**config.mk**
```make
export PLATFORM = sky130hd
export DESIGN_NAME = dram_ui
export DESIGN_NICKNAME = d
export VERILOG_FILES = /design/src/rtl/wires.sv /design/src/rtl/dram_line_buf.sv /design/src/rtl/dram_ui.sv
export SDC_FILE = /design/constraint.sdc
export NUM_CORES = 1
export LEC_CHECK = 0
export CAP_MARGIN = 20
export CORE_MARGIN = 2
export CORE_UTILIZATION = 35
export CTS_CLUSTER_SIZE = 8
export DETAILED_ROUTE_END_ITERATION = 8
export GPL_TIMING_DRIVEN = 0
export HOLD_SLACK_MARGIN = 0.06
export PLACE_DENSITY_LB_ADDON = 0.05
export SLEW_MARGIN = 20
export SYNTH_ARGS = -nofsm -noshare
export SYNTH_HDL_FRONTEND = slang
export SYNTH_SLANG_ARGS = --single-unit
```
**constraint.sdc**
```tcl
create_clock -name clock -period 4 [get_ports clock]
set_input_delay 0.6 -clock clock [delete_from_list [all_inputs] [get_ports clock]]
set_output_delay 0.6 -clock clock [all_outputs]
set_load 0.03 [all_outputs]
```
**src/rtl/wires.sv**
```systemverilog
`default_nettype none
// ============================================================================
// Package : wires
// Brief   : Core memory bus request/response types and the dram_ui FSM states.
// Rev     : 1.0  initial release
// ============================================================================
package wires;

  typedef struct packed {
    logic        mem_valid;
    logic        mem_instr;
    logic        mem_mode;
    logic [31:0] mem_addr;
    logic [31:0] mem_wdata;
    logic [3:0]  mem_wstrb;
  } mem_in_type;

  typedef struct packed {
    logic [31:0] mem_rdata;
    logic        mem_ready;
    logic        mem_error;
  } mem_out_type;

  typedef enum logic [2:0] {
    IDLE    = 3'd0,
    WAITCAL = 3'd1,
    ERROR   = 3'd2,
    WRDATA  = 3'd3,
    WRCMD   = 3'd4,
    RDCMD   = 3'd5,
    RDDATA  = 3'd6,
    RESP    = 3'd7
  } dram_ui_state_t;

  localparam logic [2:0] c_app_cmd_write = 3'b000;
  localparam logic [2:0] c_app_cmd_read  = 3'b001;

endpackage
`default_nettype wire

```
**src/rtl/dram_line_buf.sv**
```systemverilog
`default_nettype none
// ============================================================================
// Module : dram_line_buf
// Brief  : Single-line read buffer (tag, data, valid) with write-through merge.
// Rev    : 1.0  initial release
// ============================================================================
module dram_line_buf #(
  parameter int LINE_WIDTH = 128,
  parameter int TAG_WIDTH  = 23
) (
  input  logic                    clock,
  input  logic                    reset,
  input  logic                    calib_complete,
  input  logic [TAG_WIDTH-1:0]    req_tag,
  output logic                    hit,
  output logic [LINE_WIDTH-1:0]   line_data,
  input  logic                    fill_en,
  input  logic [LINE_WIDTH-1:0]   fill_data,
  input  logic                    wr_en,
  input  logic [LINE_WIDTH-1:0]   wr_data,
  input  logic [LINE_WIDTH/8-1:0] wr_mask
);

  logic                  r_valid;
  logic [TAG_WIDTH-1:0]  r_tag;
  logic [LINE_WIDTH-1:0] r_data;
  logic [LINE_WIDTH-1:0] w_merged;

  assign hit       = r_valid && (r_tag == req_tag);
  assign line_data = r_data;

  // Mask bit set means the byte is not written, matching the MIG convention.
  for (genvar i = 0; i < LINE_WIDTH / 8; i++) begin : g_bytes
    assign w_merged[8*i +: 8] = wr_mask[i] ? r_data[8*i +: 8] : wr_data[8*i +: 8];
  end

  always_ff @(posedge clock or negedge reset) begin
    if (!reset) begin
      r_valid <= 1'b0;
      r_tag   <= '0;
      r_data  <= '0;
    end else begin
      if (fill_en) begin
        r_valid <= 1'b1;
        r_tag   <= req_tag;
        r_data  <= fill_data;
      end else if (wr_en && hit) begin
        r_data  <= w_merged;
      end
      if (!calib_complete) begin
        r_valid <= 1'b0;
      end
    end
  end

endmodule
`default_nettype wire

```
**src/rtl/dram_ui.sv**
```systemverilog
`default_nettype none
// ============================================================================
// Module : dram_ui
// Brief  : Core memory bus to MIG user-interface adapter (ui_clk domain).
//          Optional one-line read buffer enabled by DRAM_LINE_BUF_EN.
// Rev    : 1.0  initial release
// ============================================================================
module dram_ui
  import wires::*;
#(
  parameter int APP_DATA_WIDTH = 128,
  parameter int APP_ADDR_WIDTH = 27,
  parameter int MEM_SIZE_LOG2  = 27
) (
  input  logic                        clock,
  input  logic                        reset,
  input  logic                        calib_complete,
  input  mem_in_type                  dram_in,
  output mem_out_type                 dram_out,
  output logic [APP_ADDR_WIDTH-1:0]   app_addr,
  output logic [2:0]                  app_cmd,
  output logic                        app_en,
  input  logic                        app_rdy,
  output logic [APP_DATA_WIDTH-1:0]   app_wdf_data,
  output logic [APP_DATA_WIDTH/8-1:0] app_wdf_mask,
  output logic                        app_wdf_wren,
  output logic                        app_wdf_end,
  input  logic                        app_wdf_rdy,
  input  logic [APP_DATA_WIDTH-1:0]   app_rd_data,
  input  logic                        app_rd_data_valid
);

  localparam int c_words  = APP_DATA_WIDTH / 32;
  localparam int c_offset = $clog2(APP_DATA_WIDTH / 8);
  localparam int c_sel_w  = c_offset - 2;
  localparam int c_mask_w = APP_DATA_WIDTH / 8;

  dram_ui_state_t r_state, w_state_next;
  mem_in_type     r_req, w_req;

  logic [APP_ADDR_WIDTH-1:0] r_app_addr, w_app_addr_next, w_line_addr;
  logic [2:0]                r_app_cmd, w_app_cmd_next;
  logic                      r_app_en, w_app_en_next;
  logic [APP_DATA_WIDTH-1:0] r_wdf_data, w_wdf_data_next, w_wr_data;
  logic [c_mask_w-1:0]       r_wdf_mask, w_wdf_mask_next, w_wr_mask;
  logic                      r_wdf_wren, w_wdf_wren_next;
  logic [31:0]               r_rdata, w_rdata_next;
  logic                      r_ready, w_ready_next;
  logic                      r_error, w_error_next;

  logic                      w_dispatch;
  logic                      w_out_of_range;
  logic [c_sel_w-1:0]        w_sel;
  logic [APP_DATA_WIDTH-1:0] w_src_line;
  logic [31:0]               w_words [c_words];
  logic                      w_buf_hit, w_buf_fill, w_buf_wr;
  logic [APP_DATA_WIDTH-1:0] w_buf_line;
  logic                      w_unused;

  // In IDLE the live request drives the decode so outputs are ready one cycle later.
  assign w_req          = (r_state == IDLE) ? dram_in : r_req;
  assign w_sel          = w_req.mem_addr[c_offset-1:2];
  assign w_out_of_range = (w_req.mem_addr >> MEM_SIZE_LOG2) != 32'd0;
  assign w_line_addr    = {w_req.mem_addr[APP_ADDR_WIDTH-1:c_offset], {c_offset{1'b0}}};
  assign w_wr_data      = {c_words{w_req.mem_wdata}};
  assign w_src_line     = (r_state == RDDATA) ? app_rd_data : w_buf_line;
  assign w_unused       = ^{w_req.mem_valid, w_req.mem_instr, w_req.mem_mode,
                            w_req.mem_addr[1:0]};

  for (genvar i = 0; i < c_words; i++) begin : g_words
    assign w_words[i]          = w_src_line[32*i +: 32];
    assign w_wr_mask[4*i +: 4] = (w_sel == c_sel_w'(i)) ? ~w_req.mem_wstrb : 4'hF;
  end

`ifdef DRAM_LINE_BUF_EN
  dram_line_buf #(
    .LINE_WIDTH (APP_DATA_WIDTH),
    .TAG_WIDTH  (MEM_SIZE_LOG2 - c_offset)
  ) u_line_buf (
    .clock          (clock),
    .reset          (reset),
    .calib_complete (calib_complete),
    .req_tag        (w_req.mem_addr[MEM_SIZE_LOG2-1:c_offset]),
    .hit            (w_buf_hit),
    .line_data      (w_buf_line),
    .fill_en        (w_buf_fill),
    .fill_data      (app_rd_data),
    .wr_en          (w_buf_wr),
    .wr_data        (w_wr_data),
    .wr_mask        (w_wr_mask)
  );
`else
  logic w_unused_buf;
  assign w_buf_hit    = 1'b0;
  assign w_buf_line   = '0;
  assign w_unused_buf = w_buf_fill | w_buf_wr;
`endif

  always_comb begin
    w_state_next    = r_state;
    w_app_addr_next = r_app_addr;
    w_app_cmd_next  = r_app_cmd;
    w_app_en_next   = 1'b0;
    w_wdf_data_next = r_wdf_data;
    w_wdf_mask_next = r_wdf_mask;
    w_wdf_wren_next = 1'b0;
    w_rdata_next    = '0;
    w_ready_next    = 1'b0;
    w_error_next    = 1'b0;
    w_dispatch      = 1'b0;
    w_buf_fill      = 1'b0;
    w_buf_wr        = 1'b0;

    case (r_state)
      IDLE: begin
        if (dram_in.mem_valid) begin
          if (w_out_of_range) begin
            w_state_next = ERROR;
            w_ready_next = 1'b1;
            w_error_next = 1'b1;
          end else if (!calib_complete) begin
            w_state_next = WAITCAL;
          end else begin
            w_dispatch = 1'b1;
          end
        end
      end
      WAITCAL: w_dispatch = calib_complete;
      ERROR, RESP: w_state_next = IDLE;
      WRDATA: begin
        if (app_wdf_rdy) begin
          w_state_next   = WRCMD;
          w_app_en_next  = 1'b1;
          w_app_cmd_next = c_app_cmd_write;
        end else begin
          w_wdf_wren_next = 1'b1;
        end
      end
      WRCMD: begin
        if (app_rdy) begin
          w_state_next = RESP;
          w_ready_next = 1'b1;
        end else begin
          w_app_en_next = 1'b1;
        end
      end
      RDCMD: begin
        if (app_rdy) w_state_next  = RDDATA;
        else         w_app_en_next = 1'b1;
      end
      RDDATA: begin
        if (app_rd_data_valid) begin
          w_state_next = RESP;
          w_ready_next = 1'b1;
          w_rdata_next = w_words[w_sel];
          w_buf_fill   = 1'b1;
        end
      end
      default: w_state_next = IDLE;
    endcase

    if (w_dispatch) begin
      w_app_addr_next = w_line_addr;
      if (w_req.mem_wstrb != 4'd0) begin
        w_state_next    = WRDATA;
        w_wdf_wren_next = 1'b1;
        w_wdf_data_next = w_wr_data;
        w_wdf_mask_next = w_wr_mask;
        w_buf_wr        = 1'b1;
      end else if (w_buf_hit) begin
        w_state_next = RESP;
        w_ready_next = 1'b1;
        w_rdata_next = w_words[w_sel];
      end else begin
        w_state_next   = RDCMD;
        w_app_en_next  = 1'b1;
        w_app_cmd_next = c_app_cmd_read;
      end
    end
  end

  always_ff @(posedge clock or negedge reset) begin
    if (!reset) begin
      r_state    <= IDLE;
      r_req      <= '0;
      r_app_addr <= '0;
      r_app_cmd  <= '0;
      r_app_en   <= 1'b0;
      r_wdf_data <= '0;
      r_wdf_mask <= '0;
      r_wdf_wren <= 1'b0;
      r_rdata    <= '0;
      r_ready    <= 1'b0;
      r_error    <= 1'b0;
    end else begin
      r_state    <= w_state_next;
      if (r_state == IDLE && dram_in.mem_valid) begin
        r_req <= dram_in;
      end
      r_app_addr <= w_app_addr_next;
      r_app_cmd  <= w_app_cmd_next;
      r_app_en   <= w_app_en_next;
      r_wdf_data <= w_wdf_data_next;
      r_wdf_mask <= w_wdf_mask_next;
      r_wdf_wren <= w_wdf_wren_next;
      r_rdata    <= w_rdata_next;
      r_ready    <= w_ready_next;
      r_error    <= w_error_next;
    end
  end

  assign app_addr           = r_app_addr;
  assign app_cmd            = r_app_cmd;
  assign app_en             = r_app_en;
  assign app_wdf_data       = r_wdf_data;
  assign app_wdf_mask       = r_wdf_mask;
  assign app_wdf_wren       = r_wdf_wren;
  assign app_wdf_end        = r_wdf_wren;
  assign dram_out.mem_rdata = r_rdata;
  assign dram_out.mem_ready = r_ready;
  assign dram_out.mem_error = r_error;

endmodule
`default_nettype wire
```
# After elaboration in Yosys (flattened, before gate mapping)
# Index checks and enable logic that the tools add are counted.
# classes
n_lt_le_gt_ge	1
eq_ne	16
n_mux	44
n_bitwise	2
n_reduce_logical	10
# ops
operator	n
two-way mux 128 bit	1
two-way mux 32 bit	4
two-way mux 68 bit	1
binary-select mux 32 bit (select 2 bit)	1
two-way mux 3 bit	13
nonzero test 32 bit	1
case mux 3 bit (6 select lines)	1
two-way mux 1 bit	16
two-way mux 4 bit	4
!= test 3 bit (second input constant)	5
== test 3 bit (second input constant)	4
AND reduction 7 bit	1
nonzero test 7 bit	1
== test 3 x 2 -> 1 bit (second input constant)	2
== test 2 bit (second input constant)	2
!= test 4 bit (second input constant)	1
NOT 4 bit	1
case mux 1 bit (2 select lines)	2
nonzero test 4 bit	1
OR reduction 2 bit	2
== test 3 x 1 -> 1 bit (second input constant)	1
>= comparator 3 bit (second input constant)	1
logical NOT 3 bit	1
NOT 2 -> 3 bit	1
5 further kinds	5
# totals
register_bits	277
in_bits	205
out_inout_bits	211
elab_cells	86

# Logic depth before layout (Yosys ltp)
# Gate-level depths: netlist of the first run.
# depth
depth_word	8
mapped_depth	8
depth_no_buf	4

# Worst setup path before layout of the first run
# OpenSTA, ideal clock, no wires.
# synth_timing
path_kind	flip-flop to flip-flop
from	register r_state[1]
to	register r_wdf_mask[10] (netlist: app_wdf_mask[10])
setup_ns	0.159
t_arrival_ns	1.708
required_time_ns	3.841
path_slack_ns	2.133
path_stages_with_launch	8
n_path_buf	3
synth_period_minus_slack_ns	1.867
cell_sequence	dfrtp_1 buf_2 nor3_4 mux2i_1 and3_1 buf_2 buf_2 a41oi_1
# synth_via
elab_chain_cells	7
word_cells_on_any_way	12
cone_classes	eq/ne (2); mux (5); bitwise (1); reduce/logical (4)
# synth_rtl
element	line_no	rtl
start, declared	dram_ui.sv:38	dram_ui_state_t r_state, w_state_next;
start signal, assigned	dram_ui.sv:196	r_state <= w_state_next;
logical NOT 3 bit	dram_ui.sv:61, dram_ui.sv:114	
two-way mux 68 bit	dram_ui.sv:61	assign w_req = (r_state == IDLE) ? dram_in : r_req;
nonzero test 32 bit	dram_ui.sv:63	assign w_out_of_range = (w_req.mem_addr >> MEM_SIZE_LOG2) != 32'd0;
two-way mux 1 bit	dram_ui.sv:117	if (w_out_of_range) begin
two-way mux 1 bit	dram_ui.sv:116	if (dram_in.mem_valid) begin
case mux 1 bit (2 select lines)	dram_ui.sv:114	case (r_state)
AND reduction 2 bit (no source line)	--	
end signal, assigned	dram_ui.sv:204	r_wdf_mask <= w_wdf_mask_next;
end, declared	dram_ui.sv:45	logic [c_mask_w-1:0] r_wdf_mask, w_wdf_mask_next, w_wr_mask;
# Several ways; a longest one is shown, not always the timed one.
# A chain may end at the register's enable or synchronous reset.

# Worst setup path in the final report of the first run
# layout_timing
from	register r_state[1]
to	register r_wdf_mask[9] (netlist: app_wdf_mask[9])
# The elaborated chain is that of the path after synthesis.

==> results.md, run 1 <==
* CP required at 4.24 ns
* Fmax at 0.400 GHz
* I/O pin total at 416
* Most used DFF post-synth: dfrtp_1
* FFs w/ async S/R, synth at 100%
* Fin nets at 1,547
* DRC at 0
* Max Cap Violations at 0
* Warnings, synthesis at 0
* Post-CTS Setup Repair Bufs at 0
* # diodes at 0
* Hold Crit Class: register to register
* GRT Total Usage at 21.4%
* Total negative slack at 0 ns
* Worst rel slew slack at 46.0%
* Hold_buf cts at 1
* Pin count of the biggest net entering global routing at 81
* GR Overflow Total at 0
* CP Capture Type: register
* Pwr dens at 865 nW/µm²
* Final period util at 62.4%
* Vias at 8,071
* Initial antenna violation count at 0
* Setup Viol. Count Final at 0
* GP Congestion at 0.782
* Clock Skew at 0.0134 ns
* First-pass GRT wire length at 44.5 mm
* Avg WL per Cell at 17.6 µm
* Syn_area_per_cell at 9.89 µm²
* Library cells used by synthesis at 37
* Vias/cell at 4.79
* Finished Layout Cells at 1,685
* Clock-pin slew on the worst setup and hold paths at 0.07 ns
* Core area at 25,200 µm²
* CTS tree: done
* Die area at 27,000 µm²
* Port buffer count at 407
* Post-place setup slack at 1.16 ns
* Number of global-route vias before repair at 7,819
* Netlist Area Pre-Place at 9000 µm²
* Worst skew pair latency at 0.43 ns
* Die height at 164 µm
* Outcome: complete, no violations
* Flop-to-flop setup slack at 1.50 ns
* Cell count after synthesis at 910
* Setup CP Type: register to register
* Seq cells post-synth at 179
* Worst VDD drop at 0.522 mV
* Area Growth Syn to Fin at 57.9%
* CP Launch Type: register
* Minimum clock period at 2.50 ns
* DR pass1 iterations at 5
* Hold Slack at 0.476 ns
* Num CTS Buffers at 17
* Placed Cells at 1,652
* Part of the Yosys area used for sequential elements at 49.8%
* Fin. max-slew vios at 0
* Worst Path Max Fanout at 10
* Antenna viol nets, final at 0
* Initial core utilization at 35.7%
* Num rows at 58
* Initial drt markers at 451
* Leak at 0.00628 µW
* EDFF count, synth at 0
* Die X-Extent at 164 µm
* Dpl hpwl at 22.4 mm
* Min setup slack post-route at 1.50 ns
* # clock sinks at 179
* Final WL at 29.7 mm
* H-tree depth at 4
* Cts repair resizes at 0
* Final hold violations at 0
* CP arrival at 2.74 ns
* Longest Clk Path Bufs at 2
* Layout cells sized above 1 at 13.3%
* Final core utilization at 56.4%
* Pin slew with the least headroom to its limit at 0.787 ns
* Unrepaired setup endpoints after global routing: false
* Root buf cell: clkbuf_16
## stage by stage
stage,total power (µW),instance area (µm²)
3_5_place_dp,10500,13600
5_1_grt,13000,14200
6_report,12300,14200
3_3_place_gp,10500,13500
2_1_floorplan,7730,9010
4_1_cts,12400,14200
## synth_stat cells (all sizes together), types with 3 or more instances
cell / count / share of area [%]
nand2: 206 / 8.6
dfrtp: 179 / 50
buf: 133 / 11
mux2i: 123 / 14
a31oi: 50 / 3.5
o21ai: 47 / 2.6
clkbuf: 37 / 1.7
a21oi: 33 / 1.8
o22ai: 33 / 2.3
a41oi: 16 / 1.6
nor2: 11 / 0.46
inv: 6 / 0.25
mux2: 6 / 0.75
nor3: 4 / 0.35
or4: 3 / 0.25
## sequential cells by signal (all words and copies together), names as in the netlist
register	count
app_addr	23
r_state	3
app_wdf_end	1
app_wdf_data	32
r_error	1
app_wdf_mask	16
app_cmd	3
r_ready	1
r_req	66
app_en	1
r_rdata	32
## report_power, final
part	total (µW)	internal (µW)	switching [µW]
sequential	3040	2520	525
combinational	7410	3320	4090
clock	1830	1020	809
total	12300	6860	5420
## area by class of cell
type	count	area [µm²]
Buffer	170	1100
Tap cell	330	413
Timing Repair Buffer	410	4140
Clock buffer	17	425
Fill cell	2296	11000
Clock inverter	15	216
Sequential cell	179	4480
Inverter	6	22.5
Multi-Input combinational cell	558	3400
## routing by layer
| metal | share of wire, % | GRT usage (%) | vias up | wire length [µm] |
|---|---|---|---|---|
| met5 | 0 | 0 | - | 0 |
| met4 | 1.2 | 4.31 | 0 | 347 |
| met3 | 6.2 | 4.80 | 19 | 1850 |
| met1 | 43 | 28.9 | 3848 | 12800 |
| met2 | 49 | 35.1 | 275 | 14600 |
| li1 | - | - | 3929 | - |
## cells by family (layout without fill, tap and decap cells)
logic type,Yosys count,count (layout),share of synthesized area (%)
flip-flops,179,179,49.8
multiplexers,129,129,14.4
other,1,4,0.0417
AO/OA/AOI/OAI,189,189,12.7
buffers and inverters,176,618,12.5
AND/OR/NAND/NOR,236,236,10.5
## worst max-delay path, stage by stage, from the launching register on
cell,delay (ns)
dfrtp_1,0.36
buf_2,0.18
nor3_4,0.28
mux2i_1,0.71
and3_1,0.24
buf_2,0.16
buf_2,0.23
a41oi_1,0.15
## final timing paths
kind,from,to,cells after the start
worst max-delay path,r_state[1]$_DFFE_PN0P_,app_wdf_mask[9]$_DFFE_PN0P_,7
worst min-delay path,r_req[23]$_DFFE_PN0P_,r_req[23]$_DFFE_PN0P_,2
worst max register to register,r_state[1]$_DFFE_PN0P_,app_wdf_mask[9]$_DFFE_PN0P_,7
worst min register to register,r_req[23]$_DFFE_PN0P_,r_req[23]$_DFFE_PN0P_,2
max in group asynchronous,reset,r_req[3]$_DFFE_PN0P_,4
min in group asynchronous,reset,r_req[47]$_DFFE_PN0P_,2
## layout by cell type, fill, tap and decap left out, types with 4 or more instances in the layout
cell type / netlist / final
buf_4: 113 / 113
clkdlybuf4s50_1: 0 / 406
nand2_1: 206 / 206
mux2i_1: 123 / 123
a31oi_1: 50 / 50
o21ai_0: 47 / 47
mux2_2: 6 / 6
nor2_1: 11 / 11
dfrtp_1: 179 / 179
clkbuf_1: 34 / 34
clkbuf_16: 0 / 17
inv_1: 6 / 6
a21oi_1: 33 / 33
o22ai_1: 33 / 33
buf_2: 18 / 18
inv_8: 0 / 5
a41oi_1: 16 / 16
conb_1: 1 / 4
Note: power is estimated with default switching activity, not from simulation.
==> inputs of run 2 (changes only) <==
- clock period: 4 -> 2.05 ns (I/O delays scaled with it)
==> run 2 against run 1 <==
Setup slack got worse by 1.4 ns. Sequential share of layout area fell by 0.48 points. Core utilization rose by 0.86 points. Routed wire length rose by 0.17%. Power rose by 98%. Sequential power rose by 96%. Die area did not move. Register-to-register slack got worse by 1.4 ns. Global-route usage rose by 0.051 points. Final cell count rose by 0.24%. Via count fell by 0.11%.
==> results.md, run 2 (synthesis gave the netlist of run 1 again) <==
* Outcome: complete, no violations
* Layout cells sized above 1 at 15.4%
* Worst skew pair latency at 0.43 ns
* Commonest non-fill, non-tap cell in the layout: clkdlybuf4s50_1
* Minimum clock period at 1.99 ns
* Pin count of the biggest net entering global routing at 81
* CP required at 1.74 ns
* CTS tree: done
* Combinational Power Share at 60.9%
* Worst VDD drop at 1.01 mV
* DR pass1 iterations at 7
* Fin nets at 1,551
* Area Growth Syn to Fin at 60.3%
* Max Cap Violations at 0
* Leak at 0.00647 µW
* Post-route cell area at 14,400 µm²
* Num rows at 58
* Antenna viol nets, final at 0
* Vias/cell at 4.77
* Longest Clk Path Bufs at 2
* Hold Crit Class: input pin to asynchronous set/reset pin
* Final period util at 96.9%
* Pwr dens at 1680 nW/µm²
* Final WL at 29.7 mm
* P_int at 13,600 µW
* Final hold violations at 0
* GR Overflow Total at 0
* Switching share of power at 43.8%
* Clock-pin slew on the worst setup and hold paths at 0.08 ns
* CP Launch Type: register
* Avg WL per Cell at 17.6 µm
* # clock sinks at 179
* Initial core utilization at 35.7%
* Port buffer count at 407
* Setup Viol. Count Final at 0
* Vias at 8,062
* Most frequent cells in the layout: clkdlybuf4s50_1, nand2_1, dfrtp_1
* DRC at 0
* Area taken by multi-input logic gates at 3450 µm²
* Fmax at 0.504 GHz
* Root buf cell: clkbuf_16
* Reg area at 4480 µm²
* GP Congestion at 0.782
* Worst Path Max Fanout at 5
* Worst rel slew slack at 55.6%
* I/O pin total at 416
* Placed Area at 13,600 µm²
* Max reg flops at 66
* H-tree depth at 4
* # diodes at 0
* Fin. max-slew vios at 0
* Reg with most FFs: r_req
* Number of fill cells in the layout at 2,281
* Die area at 27,000 µm²
* Dpl hpwl at 22.4 mm
* Register share of total power at 24.5%
* Num CTS Buffers at 17
* Die X-Extent at 164 µm
* Initial antenna violation count at 0
* First-pass GRT wire length at 44.6 mm
* Core area at 25,200 µm²
* Pin slew with the least headroom to its limit at 0.663 ns
* Number of global-route vias before repair at 7,832
* CP arrival at 1.68 ns
* Switching pwr at 10,600 µW
* Setup CP Type: register to output pin
* GRT Total Usage at 21.4%
* Clock power frac at 14.7%
* Clock Skew at 0.0124 ns
* Die height at 164 µm
* Finished Layout Cells at 1,689
* CP Capture Type: output pin
* Placed Cells at 1,652
* Initial drt markers at 398
==> run 2: final timing paths <==
path | to | start | depth (start not counted) | slack [ns]
min in group clock | r_req[47]$_DFFE_PN0P_ | dram_in[47] | 3 | 0.43
max in group asynchronous | r_req[3]$_DFFE_PN0P_ | reset | 4 | 0.70
setup / recovery | app_wdf_data[55] | app_wdf_data[119]$_DFFE_PN0P_ | 2 | 0.06
hold / removal | r_req[47]$_DFFE_PN0P_ | reset | 2 | 0.29
setup reg to reg | r_state[1]$_DFFE_PN0P_ | r_req[2]$_DFFE_PN0P_ | 6 | 0.11
hold reg to reg | r_req[23]$_DFFE_PN0P_ | r_req[23]$_DFFE_PN0P_ | 2 | 0.48
==> run 2: what timing repair did <==
action	in CTS	in global routing
hold buffers	1	0
gates resized for setup	30	50
buffers inserted	5	0
cloned	0	0
endpoints found under the hold margin	27	0
setup endpoints to repair	123	153
pin swaps	1	1
==> run 2: per-stage QoR <==
step                      hold slack, ns  util, %  total power, µW  setup slack (ns)  setup TNS, ns
after detailed placement           0.160     53.8            20600            -0.501         -31.65
after global placement             0.454     53.6            20400             -7.35       -1344.84
after floorplan                   0.0119        -            15100             0.183              0
after CTS                          0.290     56.9            24400           0.00579              0
final                              0.292     57.3            24300            0.0645              0
after global routing               0.298     57.3            25700           -0.0154        -0.0196
==> run 2: power by group through the flow <==
stage / sequential, µW / combinational, µW / clock [µW]
finish: 5950 / 14800 / 3560
global route: 6160 / 15800 / 3800
CTS: 5960 / 14800 / 3640
detailed placement: 6020 / 14500 / 0
global placement: 5980 / 14400 / 0
floorplan: 7240 / 7840 / 0
==> run 2: final cells by class <==
cell class,instances,share of cell area [%]
Sequential cell,179,31.1
Timing Repair Buffer,415,29.2
Multi-Input combinational cell,558,23.9
Buffer,169,8.36
Clock buffer,17,2.95
Tap cell,330,2.86
Clock inverter,15,1.50
Inverter,6,0.156
==> run 2: layer usage <==
| metal | part of all wire, % | global-route usage [%] |
|---|---|---|
| met1 | 43 | 29.0 |
| met2 | 50 | 35.3 |
| met3 | 6.2 | 4.85 |
| met4 | 1.0 | 4.11 |
| met5 | 0 | 0 |
==> run 2: critical path, cell delays in order (launching register included) <==
cell and delay [ns]:
dfrtp_1 0.46, buf_4 0.15, clkdlybuf4s50_1 0.65
